### src/rtl/shift_ctrl_pkg.sv
// shift_ctrl_pkg: shared state encoding and default sizes for the shift-frame controller.
// Contents: shift_state_e (IDLE, SHIFT, CAPTURE, DONE), DEF_WIDTH, DEF_DIV_W.
package shift_ctrl_pkg;
    typedef enum logic [1:0] {IDLE, SHIFT, CAPTURE, DONE} shift_state_e;
    localparam int DEF_WIDTH = 4;
    localparam int DEF_DIV_W = 8;
endpackage

### src/rtl/bit_rate_div.sv
// bit_rate_div: loadable down-counter producing a terminal-count flag that paces serial bits.
// Ports: clk, rst (sync, active-high); i_load loads i_val; i_en counts down,
//        reloading i_val when the count reaches zero; o_tc high while the count is zero.
module bit_rate_div
    import shift_ctrl_pkg::*;
#(
    parameter int DIV_W = DEF_DIV_W
) (
    input  logic             clk,
    input  logic             rst,
    input  logic             i_load,
    input  logic             i_en,
    input  logic [DIV_W-1:0] i_val,
    output logic             o_tc
);
    logic [DIV_W-1:0] r_cnt;

    assign o_tc = r_cnt == '0;

    always_ff @(posedge clk) begin
        if (rst)
            r_cnt <= '0;
        else if (i_load || (i_en && o_tc))
            r_cnt <= i_val;
        else if (i_en)
            r_cnt <= r_cnt - DIV_W'(1);
    end
endmodule

### src/rtl/shift_frame_ctrl.sv
// shift_frame_ctrl: serializes a handshaked word MSB-first into a shift register and returns its parallel output.
// Ports: clk, rst (sync, active-high); div = bit period minus one;
//        in_valid/in_ready/in_data = input word handshake; sr_din/sr_en = serial bit and shift strobe;
//        sr_q = register parallel output; out_valid/out_ready/out_data = captured word handshake;
//        busy = any state other than IDLE.
module shift_frame_ctrl
    import shift_ctrl_pkg::*;
#(
    parameter int WIDTH = DEF_WIDTH,
    parameter int DIV_W = DEF_DIV_W
) (
    input  logic             clk,
    input  logic             rst,
    input  logic [DIV_W-1:0] div,
    input  logic             in_valid,
    output logic             in_ready,
    input  logic [WIDTH-1:0] in_data,
    output logic             sr_din,
    output logic             sr_en,
    input  logic [WIDTH-1:0] sr_q,
    output logic             out_valid,
    input  logic             out_ready,
    output logic [WIDTH-1:0] out_data,
    output logic             busy
);
    localparam int CNT_W = $clog2(WIDTH + 1);

    shift_state_e     r_state;
    logic [WIDTH-1:0] r_word;
    logic [DIV_W-1:0] r_div;
    logic [CNT_W-1:0] r_bit_cnt;
    logic             r_out_valid;
    logic [WIDTH-1:0] r_out_data;
    logic             w_acc;
    logic             w_tc;
    logic             w_strobe;
    logic [DIV_W-1:0] w_div_val;

    assign w_acc     = r_state == IDLE && in_valid;
    // Gated by rst so a frame cut short by reset never emits a stray shift.
    assign w_strobe  = r_state == SHIFT && w_tc && !rst;
    // The live div input only matters at acceptance; afterwards the latched copy paces the frame.
    assign w_div_val = r_state == IDLE ? div : r_div;

    bit_rate_div #(.DIV_W(DIV_W)) u_div (
        .clk   (clk),
        .rst   (rst),
        .i_load(w_acc),
        .i_en  (r_state == SHIFT),
        .i_val (w_div_val),
        .o_tc  (w_tc)
    );

    assign in_ready  = r_state == IDLE;
    assign busy      = r_state != IDLE;
    assign sr_en     = w_strobe;
    // The word shifts left on each strobe, so its MSB is always the bit currently on the line.
    assign sr_din    = r_state == SHIFT && r_word[WIDTH-1];
    assign out_valid = r_out_valid;
    assign out_data  = r_out_data;

    always_ff @(posedge clk) begin
        if (rst) begin
            r_state     <= IDLE;
            r_word      <= '0;
            r_div       <= '0;
            r_bit_cnt   <= '0;
            r_out_valid <= 1'b0;
            r_out_data  <= '0;
        end else begin
            case (r_state)
                IDLE: if (in_valid) begin
                    r_word    <= in_data;
                    r_div     <= div;
                    r_bit_cnt <= '0;
                    r_state   <= SHIFT;
                end
                SHIFT: if (w_strobe) begin
                    r_word    <= r_word << 1;
                    r_bit_cnt <= r_bit_cnt + CNT_W'(1);
                    if (r_bit_cnt == CNT_W'(WIDTH - 1))
                        r_state <= CAPTURE;
                end
                CAPTURE: begin
                    r_out_data  <= sr_q;
                    r_out_valid <= 1'b1;
                    r_state     <= DONE;
                end
                DONE: if (out_ready) begin
                    r_out_valid <= 1'b0;
                    r_state     <= IDLE;
                end
                default: r_state <= IDLE;
            endcase
        end
    end
endmodule

### config.mk
export PLATFORM = sky130hd
export DESIGN_NAME = shift_frame_ctrl
export DESIGN_NICKNAME = d
export VERILOG_FILES = /design/src/rtl/shift_ctrl_pkg.sv /design/src/rtl/bit_rate_div.sv /design/src/rtl/shift_frame_ctrl.sv
export SDC_FILE = /design/constraint.sdc
export NUM_CORES = 1
export LEC_CHECK = 0
export CAP_MARGIN = 20
export CORE_UTILIZATION = 52
export CTS_CLUSTER_DIAMETER = 40
export DETAILED_ROUTE_END_ITERATION = 10
export PLACE_DENSITY = 0.8
export REMOVE_ABC_BUFFERS = 1
export SETUP_SLACK_MARGIN = 0.2
export SLEW_MARGIN = 25
export SYNTH_ARGS = -nofsm -noshare
export SYNTH_HDL_FRONTEND = slang
export SYNTH_SLANG_ARGS = --single-unit
### constraint.sdc
create_clock -name clk -period 2.6 [get_ports clk]
set_input_delay 0.78 -clock clk [delete_from_list [all_inputs] [get_ports clk]]
set_output_delay 0.78 -clock clk [all_outputs]
set_load 0.03 [all_outputs]
Word-level counts from Yosys, hierarchy flattened --
Cells that the tools add are included. Widths: inputs -> output; s select.
Storage, ports and cells: register bits after elaboration 30, word-level logic and storage cells 49, bits of input ports 20
Operators by class: multiplexer cells 16, reduce and logical (&&, ||, !) cells 16, eq/ne operators 8, $add $sub $neg 2
Operators with widths (count):
- $mux 8 | 3
- $logic_not 8->1 | 1
- $mux 2 | 4
- $mux 4 | 2
- $ne 2x2->1 const B | 4
- $pmux 2 s4 | 1
- $pmux 4 s2 | 1
- $reduce_bool 2->1 | 4
- $sub 8x1->8 const B | 1
- $mux 3 | 2
- $pmux 3 s2 | 1
- $eq 2x2->1 const B | 2
- $logic_and 1x1->1 | 4
- $reduce_and 2->1 | 2
- $reduce_and 4->1 | 1
- $add 3x1->3 const B | 1
- $eq 3x2->1 const B | 1
- $reduce_and 3->1 | 1
- $eq 2x1->1 const B | 1
- $logic_not 2->1 | 1
- $pmux 1 s2 | 1
- $logic_not 1->1 | 1
- $logic_or 1x1->1 | 1
- $mux 1 | 1

Depth between registers and ports, before layout --
depth after elaboration 5, gate-level depth with buffers 7, mapped depth without buffers 6

By module --
A second synthesis with hierarchy kept.
Second synthesis, totals: cell total of the unflattened synthesis 200, area total of the unflattened synthesis 1729.2 µm²
By module, submodules not included:
- shift_frame_ctrl | sequential area each 440.4 µm², area an instance 1134.8 µm², times used 1, cells an instance 126
- bit_rate_div | sequential area each 160.2 µm², area an instance 594.3 µm², times used 1, cells an instance 74

Worst setup path before layout --
No wires, ideal clock.
path type flip-flop to output port, start register u_div.r_cnt[0], end output port sr_en, path buffers 0, stages on the path, launching flop included 6, slack 0.126 ns, required time 1.820 ns, arrival 1.694 ns, cells stage by stage dfxtp_1 > inv_1 > ha_1 > or4bb_1 > or2_4 > nor2_1
Between the ends: word-level cells in the longest chain between the ends 3
Ends and longest elaborated chain:
- start, declared | RTL line bit_rate_div.sv:16 | logic [DIV_W-1:0] r_cnt;
- start signal, assigned | RTL line bit_rate_div.sv:24 | r_cnt <= i_val;
- start signal, assigned | RTL line bit_rate_div.sv:26 | r_cnt <= r_cnt - DIV_W'(1);
- $logic_not 8->1 | RTL line bit_rate_div.sv:18 | assign o_tc = r_cnt == '0;
- $logic_and 1x1->1 (2 in series) | RTL line shift_frame_ctrl.sv:41 | assign w_strobe = r_state == SHIFT && w_tc && !rst;
- end, declared | RTL line shift_frame_ctrl.sv:19 | output logic sr_en,
No other way between the ends.

Worst setup path in the final report --
start register r_state[1], end output port sr_en
Between the ends: word-level cells in the longest chain between the ends 3
Ends and longest elaborated chain:
- start, declared | RTL line shift_frame_ctrl.sv:28 | shift_state_e r_state;
- start signal, assigned | RTL line shift_frame_ctrl.sv:64 | r_state <= IDLE;
- start signal, assigned | RTL line shift_frame_ctrl.sv:76 | r_state <= SHIFT;
- start signal, assigned | RTL line shift_frame_ctrl.sv:82 | r_state <= CAPTURE;
- $eq 2x1->1 | RTL line shift_frame_ctrl.sv:41
- $logic_and 1x1->1 (2 in series) | RTL line shift_frame_ctrl.sv:41
No other way between the ends.

==> impl_metrics.yaml <==
synthesis:
  synthFlopType: "dfxtp_1"
  synth_xor_area_share_pct: 2.19
  ys_ff_latch: 30
  ys_async_sr_fraction_pct: 0
  syn-cell-area_um2: 1600
  synth_compound_area_share_pct: 16.6
  yosysMostFrequentCell: "dfxtp_1"
  synthCells: 193
  synth_top_family_by_area: "simple AND/OR/NAND/NOR gates"
  synth-simple-area-share_pct: 23.0
  yosys.area.top_type: "dfxtp_1"
  synth_edf_count: 0
  synth_cell_type_count: 39
  synth.top_cell.area_share_pct: 37.5
  yosys_warnings: 0
  synth_area_per_cell_um2: 8.30
  yosys-top-cells-count: "dfxtp_1 (30), nand2_1 (26), a21oi_1 (18), nor2_1 (14), mux2i_1 (12)"
  synth_area_leaders: "dfxtp_1 (38%), mux2i_1 (7.5%), ha_1 (7.0%)"
  yosysSeqAreaShare_pct: 37.5
  synth_adder_area_share_pct: 7.03
  synthMuxAreaShare_pct: 8.91
worst_setup_path:
  worst_ep_arrival_time_ns: 1.88
  cp.required_ns: 1.82
  path_class: "reg2out"
  r2r_slack_ns: 0.47
  setup.worst_path.end_class: "output port"
  crit_fanout: 3
  start_kind: "flop"
clock_network:
  htree_levels: 2
  clock_latency_ns: 0.34
  cts_buffer_depth: 2
  cts-root-buf: "clkbuf_4"
  cts_sinks: 30
  cts.clk_slew.worst_paths_ns: 0.09
  cts_tree: "yes"
  numCtsBuffers: 5
  hold_buffers: 0
timing:
  skew_ns: 0.0104
  post-route-period-util_pct: 102
  setup_viol: 1
  slew_violations: 0
  rsz0062_at_grt: "true"
  max_slew_margin_pct: 58.8
  hold_violations: 0
  fmax_ghz: 0.376
  tightest_slew_ns: 0.617
  period_minus_slack_ns: 2.66
  setup_slack_ns: -0.0617
drt:
  remaining_drc_errors: 2
  drt_wl_total_um: 3860
  dr.pass1.iters: 7
  vias: 1526
  drt_first_iter_violations: 56
  ant_nets: 0
  wl_per_cell_um: 14.9
  routed_via_density: 5.87
run_status:
  status: "finished, violations left"
  violations: "design-rule violations, negative setup slack"
floorplan:
  ios: 29
  fp.coreArea_um2: 2830
  dieWidth_um: 57.5
  row_count: 19
  initial_core_util_pct: 56.6
  die_h_um: 57.5
  die_area_um2: 3310
finish:
  area_delta_synth_final_pct: 29.8
  fin_nets: 258
  multi_input_area_um2: 947
  nFillCells: 222
  area.sequential_um2: 606
  diodes: 0
  fin_cells: 260
  layout-drive-gt1-share_pct: 15.7
grt:
  grt_overflow_total: 0
  grt_pass1_wl_um: 6330
  grt_pass1_vias: 1488
  grt_usage_pct: 25.5
  antenna_found_initial: 0
  grt_max_degree: 34
placement:
  routabilityCongestion: 0.825
  hpwl_um: 2670
  dp.cells: 248
  io_buffers: 28
power_and_ir_drop:
  finalPower_uw: 2400
  vdd_drop_max_mv: 0.549
  total_leakage_power_uw: 0.000825
  powerDensity_nw_per_um2: 1160
min_path:
  hp-class: "reg2reg"
job:
  cap_violations: 0
per-stage QoR:
stage               setup slack (ns)  hold slack, ns  setup TNS [ns]  area (um2)  utilization [%]
global route                  -0.114           0.471          -0.114        2080             73.5
floorplan                     -0.197           0.428          -0.197        1550                -
global placement               0.250           0.441               0        1930             68.2
finish                       -0.0617           0.458         -0.0617        2080             73.5
detailed placement             0.194           0.448               0        1930             68.2
CTS                          -0.0858           0.462         -0.0858        2070             73.2
final cells by class:
type / count / area share [%]
Inverter: 8 / 1.44
Timing Repair Buffer: 41 / 18.1
Clock buffer: 6 / 2.47
Clock inverter: 1 / 1.44
Tap cell: 31 / 1.87
Multi-Input combinational cell: 143 / 45.5
Sequential cell: 30 / 29.1
cell families (layout without fill, tap and decap cells):
group	after synthesis	after routing
adders and majority gates	9	9
muxes	14	14
DFF	30	30
buffers and inverters	20	56
AOI/OAI and AO/OA	43	43
and+or+nand+nor	73	73
xor gates and xnor gates	4	4
critical path, stage by stage (launching register included):
cell,delay (ns)
dfxtp_2,0.34
inv_2,0.07
ha_4,0.12
or4bb_4,0.54
or2_4,0.27
nor2_4,0.08
buf_6,0.13
what timing repair did:
item                                    CTS  global route
resized for setup                        15             0
endpoints found under the setup margin    3             1
gates cloned                              0             0
buffers inserted                          4             1
pin swaps                                 2             1
where the power goes:
| group | internal [uW] | switching, uW |
|---|---|---|
| sequential | 591 | 110 |
| combinational | 576 | 735 |
| clock | 224 | 166 |
| total | 1390 | 1010 |
layout by cell type (no fill, tap or decap), types with 2 or more instances in the layout:
cell / netlist / routed
dfxtp_2: 0 / 4
nor2_1: 14 / 13
nand4_1: 5 / 5
xor2_1: 3 / 3
nand2b_1: 4 / 4
clkdlybuf4s50_1: 0 / 24
ha_1: 9 / 8
mux2i_1: 12 / 12
nor3b_1: 2 / 2
nor3_1: 7 / 7
dfxtp_1: 30 / 26
a211oi_1: 3 / 3
a2111oi_0: 3 / 3
a221oi_1: 2 / 2
a21oi_1: 18 / 18
mux2_2: 2 / 2
a31oi_1: 3 / 3
nand2_1: 26 / 26
nand4b_1: 2 / 2
and2_0: 2 / 2
buf_4: 0 / 14
o21ai_0: 9 / 9
nor4_1: 2 / 2
clkbuf_4: 0 / 5
inv_1: 8 / 7
layer usage:
layer / GRT usage, % / up-vias / part of all wire [%]
li1: - / 757 / -
met1: 28.9 / 707 / 43
met3: 6.35 / 10 / 5.6
met2: 42.9 / 52 / 49
met5: 0 / - / 0
met4: 15.7 / 0 / 1.9
sequential cells by signal, summed over array words and instances, names as in the netlist:
name / cells
out_valid: 1
r_word: 4
r_state: 2
out_data: 4
r_bit_cnt: 3
u_div.r_cnt: 8
r_div: 8
final timing paths:
path / end / depth (start not counted) / startpoint
worst max-delay path: sr_en / 6 / r_state[1]$_SDFFE_PP0P_
worst min register to register: r_div[4]$_SDFFE_PP0P_ / 2 / r_div[4]$_SDFFE_PP0P_
worst max register to register: u_div.r_cnt[4]$_SDFFE_PP0P_ / 6 / u_div.r_cnt[0]$_SDFFE_PP0P_
worst min-delay path: r_div[4]$_SDFFE_PP0P_ / 2 / r_div[4]$_SDFFE_PP0P_
Note: power is estimated with default switching activity, not from simulation.
